$ cat src/rtl/servo_pkg.sv
// Shared register map, control/status bit positions and FSM encoding for the
// APB servo PWM block.
package servo_pkg;

    localparam logic [1:0] REG_CTRL   = 2'd0;
    localparam logic [1:0] REG_PULSE  = 2'd1;
    localparam logic [1:0] REG_STATUS = 2'd2;
    localparam logic [1:0] REG_FRAME  = 2'd3;

    localparam int CTRL_EN_BIT     = 0;
    localparam int CTRL_IE_BIT     = 1;
    localparam int STATUS_DONE_BIT = 0;

    localparam int PULSE_W = 18;

    typedef enum logic {
        ST_IDLE = 1'b0,
        ST_RUN  = 1'b1
    } servo_state_e;

    // Clamp a raw bus value into [lo, hi]; the compare uses all 32 bits so large
    // writes saturate high instead of wrapping into range.
    function automatic logic [PULSE_W-1:0] sat_pulse(input logic [31:0] v,
                                                     input logic [31:0] lo,
                                                     input logic [31:0] hi);
        logic [31:0] r;
        if (v < lo) begin
            r = lo;
        end else if (v > hi) begin
            r = hi;
        end else begin
            r = v;
        end
        return r[PULSE_W-1:0];
    endfunction

endpackage

$ cat src/rtl/servo_pwm_core.sv
// Frame counter, shadow pulse register and comparator; produces the registered
// servo pulse and a one-cycle wrap strobe for the DONE flag.
module servo_pwm_core
    import servo_pkg::*;
#(
    parameter int PERIOD_CYCLES = 200000,
    parameter int NEUTRAL_PULSE = 15000,
    localparam int CW = $clog2(PERIOD_CYCLES)
) (
    input  logic               clk,
    input  logic               rst,
    input  logic               en_i,
    input  logic [PULSE_W-1:0] pulse_i,
    output logic               pwm_o,
    output logic               wrap_o,
    output logic [CW-1:0]      count_o,
    output servo_state_e       state_o
);

    servo_state_e        state_q, state_d;
    logic [CW-1:0]       cnt_q, cnt_d;
    logic [PULSE_W-1:0]  shadow_q, shadow_d;
    logic                pwm_q, pwm_d;
    logic [PULSE_W-1:0]  shadow_eff;
    logic                wrap;

    always_comb begin
        state_d    = state_q;
        cnt_d      = cnt_q;
        shadow_d   = shadow_q;
        pwm_d      = 1'b0;
        wrap       = 1'b0;
        // The pulse value is captured at count 0 so mid-frame writes wait a frame.
        shadow_eff = (cnt_q == '0) ? pulse_i : shadow_q;
        case (state_q)
            ST_IDLE: begin
                cnt_d = '0;
                if (en_i) begin
                    state_d = ST_RUN;
                end
            end
            ST_RUN: begin
                if (!en_i) begin
                    state_d = ST_IDLE;
                    cnt_d   = '0;
                end else begin
                    shadow_d = shadow_eff;
                    pwm_d    = (32'(cnt_q) < 32'(shadow_eff));
                    if (cnt_q == CW'(PERIOD_CYCLES - 1)) begin
                        cnt_d = '0;
                        wrap  = 1'b1;
                    end else begin
                        cnt_d = cnt_q + CW'(1);
                    end
                end
            end
            default: begin
                state_d = ST_IDLE;
                cnt_d   = '0;
            end
        endcase
    end

    always_ff @(posedge clk) begin
        if (rst) begin
            state_q  <= ST_IDLE;
            cnt_q    <= '0;
            shadow_q <= PULSE_W'(NEUTRAL_PULSE);
            pwm_q    <= 1'b0;
        end else begin
            state_q  <= state_d;
            cnt_q    <= cnt_d;
            shadow_q <= shadow_d;
            pwm_q    <= pwm_d;
        end
    end

    assign pwm_o   = pwm_q;
    assign wrap_o  = wrap;
    assign count_o = cnt_q;
    assign state_o = state_q;

endmodule

$ cat src/rtl/servo_pwm_apb.sv
// APB3 slave wrapping the servo PWM core: CTRL/PULSE/STATUS/FRAME registers,
// zero-wait-state access and a level interrupt from STATUS.DONE.
module servo_pwm_apb
    import servo_pkg::*;
#(
    parameter int PERIOD_CYCLES = 200000,
    parameter int MIN_PULSE     = 10000,
    parameter int MAX_PULSE     = 20000,
    parameter int NEUTRAL_PULSE = 15000
) (
    input  logic        SYSCLK,
    input  logic        SYSRESET,
    input  logic        PSEL,
    input  logic        PENABLE,
    input  logic        PWRITE,
    input  logic [7:0]  PADDR,
    input  logic [31:0] PWDATA,
    output logic [31:0] PRDATA,
    output logic        PREADY,
    output logic        PSLVERR,
    output logic        SERVO_PWM,
    output logic        SERVO_INT
);

    localparam int CW = $clog2(PERIOD_CYCLES);

    logic               en_q, en_d;
    logic               ie_q, ie_d;
    logic [PULSE_W-1:0] pulse_q, pulse_d;
    logic               done_q, done_d;

    logic               mapped;
    logic [1:0]         reg_sel;
    logic               wr_en;
    logic               rd_en;
    logic               done_clr;
    logic               core_wrap;
    logic [CW-1:0]      core_count;
    servo_state_e       core_state;

    // Only the four word offsets at 0x00..0x0C respond; anything else is unmapped.
    assign mapped   = (PADDR[7:4] == 4'h0) && (PADDR[1:0] == 2'b00);
    assign reg_sel  = PADDR[3:2];
    assign wr_en    = PSEL && PENABLE && PWRITE && mapped;
    assign rd_en    = PSEL && !PWRITE && mapped;
    assign done_clr = wr_en && (reg_sel == REG_STATUS) && PWDATA[STATUS_DONE_BIT];

    always_comb begin
        en_d    = en_q;
        ie_d    = ie_q;
        pulse_d = pulse_q;
        // A frame completion wins over a clear landing on the same edge.
        done_d  = (core_wrap && (core_state == ST_RUN)) || (done_q && !done_clr);
        if (wr_en) begin
            case (reg_sel)
                REG_CTRL: begin
                    en_d = PWDATA[CTRL_EN_BIT];
                    ie_d = PWDATA[CTRL_IE_BIT];
                end
                REG_PULSE: begin
                    pulse_d = sat_pulse(PWDATA, 32'(MIN_PULSE), 32'(MAX_PULSE));
                end
                default: begin
                end
            endcase
        end
    end

    always_ff @(posedge SYSCLK) begin
        if (SYSRESET) begin
            en_q    <= 1'b0;
            ie_q    <= 1'b0;
            pulse_q <= PULSE_W'(NEUTRAL_PULSE);
            done_q  <= 1'b0;
        end else begin
            en_q    <= en_d;
            ie_q    <= ie_d;
            pulse_q <= pulse_d;
            done_q  <= done_d;
        end
    end

    always_comb begin
        PRDATA = 32'h0;
        if (rd_en) begin
            case (reg_sel)
                REG_CTRL:   PRDATA = {30'h0, ie_q, en_q};
                REG_PULSE:  PRDATA = 32'(pulse_q);
                REG_STATUS: PRDATA = {31'h0, done_q};
                REG_FRAME:  PRDATA = 32'(core_count);
                default:    PRDATA = 32'h0;
            endcase
        end
    end

    servo_pwm_core #(
        .PERIOD_CYCLES (PERIOD_CYCLES),
        .NEUTRAL_PULSE (NEUTRAL_PULSE)
    ) u_core (
        .clk     (SYSCLK),
        .rst     (SYSRESET),
        .en_i    (en_q),
        .pulse_i (pulse_q),
        .pwm_o   (SERVO_PWM),
        .wrap_o  (core_wrap),
        .count_o (core_count),
        .state_o (core_state)
    );

    assign PREADY    = 1'b1;
    assign PSLVERR   = 1'b0;
    assign SERVO_INT = done_q && ie_q;

endmodule
$ cat config.mk
export PLATFORM = sky130hd
export DESIGN_NAME = servo_pwm_apb
export DESIGN_NICKNAME = d
export VERILOG_FILES = /design/src/rtl/servo_pkg.sv /design/src/rtl/servo_pwm_core.sv /design/src/rtl/servo_pwm_apb.sv
export SDC_FILE = /design/constraint.sdc
export NUM_CORES = 1
export LEC_CHECK = 0
export CORE_MARGIN = 3
export CORE_UTILIZATION = 40
export DETAILED_ROUTE_END_ITERATION = 10
export HOLD_SLACK_MARGIN = 0.15
export PLACE_DENSITY_LB_ADDON = 0.08
export SLEW_MARGIN = 20
export SYNTH_ARGS = -nofsm -noshare
export SYNTH_HDL_FRONTEND = slang
export SYNTH_SLANG_ARGS = --single-unit
export TNS_END_PERCENT = 5
$ cat constraint.sdc
create_clock -name SYSCLK -period 3.5 [get_ports SYSCLK]
set_input_delay 0.7 -clock SYSCLK [delete_from_list [all_inputs] [get_ports SYSCLK]]
set_output_delay 0.7 -clock SYSCLK [all_outputs]
set_load 0.005 [all_outputs]
After elaboration in Yosys (flattened, before gate mapping). Cells that the tools add are included.

Flip-flop bits (word level): 59. Input port bits: 45.

Mux-type cells: 12. $lt $le $gt $ge: 3. Add/subtract/negate cells: 1. Equal/unequal tests: 4. Bitwise operators: 2. Reduce and logical (&&, ||, !) cells: 22.

Operator list (number): 32-bit case mux with 4 select lines (1); 18-bit 2-to-1 mux (5); 18-bit case mux with 2 select lines (1); 32-bit by 15-bit > comparator with 1-bit output, second input constant (1); 32-bit by 14-bit less-than comparator with 1-bit output, second input constant (1); 32-bit 2-to-1 mux (1); 18-bit by 1-bit adder with 18-bit output, second input constant (1); 18-bit equality test, second input constant (1); 18-bit zero test (1); 18-bit less-than comparator (1); 1-bit logical AND (11); 2-bit AND reduction (3); 2-bit equality test, second input constant (2); 2-bit zero test (2); 4-bit zero test (1); 1-bit 2-to-1 mux (4); 3-bit OR reduction (1); 2-bit by 1-bit equality test with 1-bit output, second input constant (1); 1-bit zero test (2); 1-bit inverter (2); 1-bit logical OR (1).

Logic depth before layout (Yosys ltp).
Word-level depth: 8. Mapped depth: 12. Depth with buffers taken out: 11.

Modules after synthesis. From an unflattened synthesis, not the netlist that was laid out.

Cell total of the unflattened synthesis: 410. Area, all modules: 3545.9 um2.

By module, submodules not included: servo_pwm_core (cells an instance 243, sequential area each 760.7 um2, area each 2163.3 um2, times used 1); servo_pwm_apb (cells an instance 167, sequential area each 420.4 um2, area each 1382.6 um2, times used 1).

Least setup slack after synthesis. Ideal clock, no wire load.

Path kind: register to register. Start point: register u_core.cnt_q[10], in the netlist u_core.count_o[10]. End point: register u_core.pwm_q, in the netlist u_core.pwm_o. Buffers on the path: 1. Cell stages (with the launch flop): 11. Arrival time: 2847 ps. Path slack: 557 ps. Cell sequence: dfxtp_1 > or4_4 > nand4bb_4 > nor2_8 > buf_12 > mux2i_1 > ha_1 > and4_1 > nor4bb_1 > a2111oi_0 > nor4b_1.

Longest elaborated chain between the ends: 3.

RTL lines: start, declared (RTL line servo_pwm_core.sv:21) `logic [CW-1:0] cnt_q, cnt_d;`; start signal, assigned (RTL line servo_pwm_core.sv:72) `cnt_q <= cnt_d;`; 18-bit zero test (RTL line servo_pwm_core.sv:34) `shadow_eff = (cnt_q == '0) ? pulse_i : shadow_q;`; 18-bit 2-to-1 mux (RTL line servo_pwm_core.sv:34); 18-bit less-than comparator (*) (RTL line servo_pwm_core.sv:48) `pwm_d = (32'(cnt_q) < 32'(shadow_eff));`; end signal, assigned (RTL line servo_pwm_core.sv:74) `pwm_q <= pwm_d;`; end, declared (RTL line servo_pwm_core.sv:23) `logic pwm_q, pwm_d;`.

Mark *: on every way between the ends. The rest lies on a longest branch, timed or not. A chain may end at the register's enable or synchronous reset.

Worst setup path in the final report.
Start point: input PADDR[7]. End point: output PRDATA[9].

Longest elaborated chain between the ends: 4.

RTL lines: start, declared (RTL line servo_pwm_apb.sv:16) `input logic [7:0] PADDR,`; 4-bit zero test (RTL line servo_pwm_apb.sv:42) `assign mapped = (PADDR[7:4] == 4'h0) && (PADDR[1:0] == 2'b00);`; 1-bit logical AND (RTL line servo_pwm_apb.sv:42); 1-bit logical AND (RTL line servo_pwm_apb.sv:45) `assign rd_en = PSEL && !PWRITE && mapped;`; 32-bit 2-to-1 mux (RTL line servo_pwm_apb.sv:85) `if (rd_en) begin`; end, declared (RTL line servo_pwm_apb.sv:18) `output logic [31:0] PRDATA,`.

No other way between the ends.

==> results.txt <==
For this run, the leading register cell type out of synthesis is sky130_fd_sc_hd__dfxtp_1. The fraction of synthesized area in multiplexers is 0.106. The routed wire length came out at 9340 µm. The final antenna diode count is 0.

The total routing resource utilization after global routing came out at 0.199. Counting flops and latches in the post-synthesis netlist gives 59. The mean instance size in the synthesized netlist came out at 8.89 µm². Across all register-to-register paths, the minimum setup slack is 0.27 ns.

The vertical die dimension is 98.5 µm. STA puts the critical path data arrival time at 2.63 ns. The delay of the slowest cell on the worst path came out at 0.52 ns. Port buffering added 64 buffers. The worst slack at placement came out at 0.114 ns. The peak supply drop came out at 132 µV. The signed area change from the synthesized netlist to the final layout is 29.6%. The max-cap check violation count came out at 0.

The final RePlAce weighted congestion came out at 0.878. The leakage power summed over all cells is 1.73 nW. The number of global-route vias before repair came out at 3,033. The total clock sinks is 59. The simple-gate share of the synthesized area came out at 0.246. The endpoint type of the worst setup path is an output pin. Once placement completed, the tool counted placed cells totaling 553.

The first detailed-routing pass ran for 4 iterations. The fraction of synthesized cell area in xor and xnor cells came out at 0.0410. The clock root buffer is sky130_fd_sc_hd__clkbuf_8. The actual slew at the worst max-slew pin is 0.686 ns. The synthesized-area fraction occupied by adder cells is 0.0695.

In this run the most critical hold path is launched from u_core.shadow_q[0]. The floorplan step set the die width to 98.5 µm. For this design, the CTS-stage hold fixing added 0 buffers. The H-tree was split into 3 levels. Static timing analysis puts the maximum clock frequency at 300 MHz. The clock insertion delay at the later pin of the skew report came out at 0.34 ns. The proportion of layout cells with a drive suffix above 1 came out at 0.102. The maximum number of pins on one net before global-route repair is 31. The number of hold-slack violations in the final timing report came to 0.

The worst hold slack across all endpoints is 0.490 ns. The slowest stage of the critical path belongs to the cell sky130_fd_sc_hd__clkdlybuf4s50_1. The path class of the lowest-slack min-delay path is flip-flop to flip-flop. Setup total negative slack on the finished layout was measured at 0 ns. The end of the worst hold path is u_core.shadow_q[0]. The worst setup path is of the input port to output pin kind. In the synthesized netlist the async set-or-reset flop fraction comes to 0. The total I/O pin count is 81. The total of warnings raised by yosys is 0. Setup repair after global routing left no endpoint under its margin. The via count of the routed design is 3,091. The filler-free cell count of the finished design is 575. The starting density of the core came out at 0.414. The worst hold path passes through 2 cells. The synthesized-area fraction occupied by ao, oa, aoi and oai cells was 0.125. Dividing the detail-routed via count by the number of cells gives 5.38. The floorplan has 33 rows. On the final layout, the worst clock skew is 0.00767 ns. The first-pass GRT wire length came out at 15,300 µm. In this run the standard cell core region covers 8260 µm². The maximum fanout encountered on the critical timing path came out at 6. The kind of cell adding the most delay to the critical path is buffers and inverters. Dividing the detail-routed wire length by the instance count gives 16.2 µm. The worst setup path is launched from an input port. The number of nets at the end of the flow is 529. The synthesized netlist cell count is 385. For the worst setup path, the data required time is 2.80 ns.

TritonCTS built the clock tree. In this run the power density over the cells is 314 nW/µm². The number of setup violations in the final report came out at 0. Walking the worst path, the cells encountered are clkdlybuf4s50_1 -> nor4_2 -> nand2_1 -> nor2_1 -> nand2_1 -> buf_4 -> nor2_1 -> clkdlybuf4s50_1.

The post-route DRC violation count is 0. In this run, CTS created clock tree buffers numbering 9. The clock period could shrink to 3.33 ns.

The largest buffer count on any clock path is 2. After clock tree synthesis, the clock-pin slew on the worst setup and hold paths is 0.07 ns. The combined buffer and inverter count along the critical path is 3. In this run the critical register-to-register path is launched from u_core.count_o[10].

The post-detailed-route count of antenna-violating nets came out at 0. The number of cells on the worst reg-to-reg path is 11. In this run the critical register-to-register path is captured at u_core.pwm_o. After synthesis, the largest family of logic cells by area is simple AND/OR/NAND/NOR gates.

The floorplan step defined a die boundary enclosing 9700 µm². The post-synth design cell area came out at 3420 µm². The number of antenna violations at the first check in global routing is 0. The share of synthesized area occupied by flip-flops and latches is 0.345.

The initial detailed-routing violation count is 127. Detailed placement ended at an HPWL of 7200 µm. The final period utilization is 0.951. The flow ran to the end, and the final reports show no timing, DRC or antenna violations. Setup slack on the critical path of the routed design comes to 0.170 ns. The final count of pins violating max slew is 0. The count of cell types in the netlist is 54.

The worst pin sits at a relative slew slack of 0.541. The total overflow reported by the global router came out at 0. The number of synthesized flops with an enable pin came out at 0.
## cells in the mapped netlist (9+ instances only)
cell / number / area, µm²
sky130_fd_sc_hd__nand3_1: 12 / 60.1
sky130_fd_sc_hd__nor4_1: 12 / 75.1
sky130_fd_sc_hd__buf_4: 16 / 120
sky130_fd_sc_hd__nor3_1: 19 / 95.1
sky130_fd_sc_hd__nand2_1: 15 / 56.3
sky130_fd_sc_hd__nand4_1: 9 / 56.3
sky130_fd_sc_hd__mux2i_1: 34 / 340
sky130_fd_sc_hd__ha_1: 19 / 238
sky130_fd_sc_hd__a21oi_1: 20 / 100
sky130_fd_sc_hd__nor2_1: 56 / 210
sky130_fd_sc_hd__clkbuf_1: 10 / 37.5
sky130_fd_sc_hd__dfxtp_1: 59 / 1180
## tightest hold or removal path: stages, from the launching register on
cell and delay [ns]:
sky130_fd_sc_hd__dfxtp_1 0.32, sky130_fd_sc_hd__o21ai_0 0.07, sky130_fd_sc_hd__a21oi_1 0.06
## flip-flops by register name (all words and copies together) (netlist names)
name	flops
pulse_q	18
u_core.count_o	18
u_core.shadow_q	18
done_q	1
en_q	1
ie_q	1
u_core.pwm_o	1
u_core.state_o	1
## layout by cell type (no fill, tap or decap), types with 8 or more instances in the layout
master / netlist / routed
sky130_fd_sc_hd__dfxtp_1: 59 / 59
sky130_fd_sc_hd__nand3_1: 12 / 12
sky130_fd_sc_hd__a21oi_1: 20 / 20
sky130_fd_sc_hd__conb_1: 2 / 16
sky130_fd_sc_hd__nand4_1: 9 / 9
sky130_fd_sc_hd__nor2_1: 56 / 56
sky130_fd_sc_hd__and2_1: 8 / 8
sky130_fd_sc_hd__a211oi_1: 8 / 8
sky130_fd_sc_hd__clkbuf_8: 0 / 10
sky130_fd_sc_hd__ha_1: 19 / 19
sky130_fd_sc_hd__mux2i_1: 34 / 34
sky130_fd_sc_hd__clkdlybuf4s50_1: 0 / 64
sky130_fd_sc_hd__nor4_1: 12 / 11
sky130_fd_sc_hd__buf_4: 16 / 21
sky130_fd_sc_hd__nor3_1: 19 / 19
sky130_fd_sc_hd__xnor2_1: 8 / 8
sky130_fd_sc_hd__xor2_1: 8 / 8
sky130_fd_sc_hd__nand2_1: 15 / 15
## power by group
part	internal, W	leakage [nW]	total, W	switching [W]
registers	0.000671	0.476	0.000671	0.0000000627
clock network	0.000344	0.0991	0.000615	0.000271
logic	0.0000592	1.16	0.000104	0.0000449
## cell type report
cell class,instances,area (µm²)
Fill cell,777,3820
Multi-Input combinational cell,302,2080
Sequential cell,59,1180
Timing Repair Buffer,86,818
Clock buffer,11,141
Tap cell,105,131
Clock inverter,5,52.6
Inverter,7,26.3
## logic make-up after synthesis
group | count (synthesis)
simple gates | 156
compound gates | 60
flops | 59
buf+inv | 38
mux | 35
fa+ha+maj | 19
xor+xnor | 16
other cells | 2
## how the worst max path moves through the flow
stage	start	to	depth (start not counted)
after floorplan	u_core.count_o[10]	u_core.pwm_o	10
after global placement	PADDR[7]	PRDATA[9]	8
after detailed placement	PADDR[7]	PRDATA[9]	8
after CTS	PADDR[7]	PRDATA[9]	8
after global routing	u_core.count_o[10]	u_core.pwm_o	11
final	PADDR[7]	PRDATA[9]	8
## layer usage
layer,up-vias,wire length (µm),part of all wire,global-route usage
met3,13,521,0.056,0.0439
met4,0,154,0.016,0.0683
met2,89,4410,0.47,0.322
met1,1454,4250,0.45,0.263
li1,1535,-,-,-
met5,-,0,0,0
## repair_timing
action                                  in CTS  in global routing
endpoints found under the setup margin       0                 15
gates resized for setup                      0                  2
setup buffers                                0                  6
## stage by stage
| step | area, µm² | util | power (W) |
|---|---|---|---|
| 4_1_cts | 4360 | 0.528 | 0.00141 |
| 5_1_grt | 4430 | 0.537 | 0.00144 |
| 6_report | 4430 | 0.537 | 0.00139 |
| 2_1_floorplan | 3470 | - | 0.000736 |
| 3_5_place_dp | 4170 | 0.505 | 0.000790 |
| 3_3_place_gp | 4170 | 0.505 | 0.000790 |
Power figures use the tool's default switching activity.
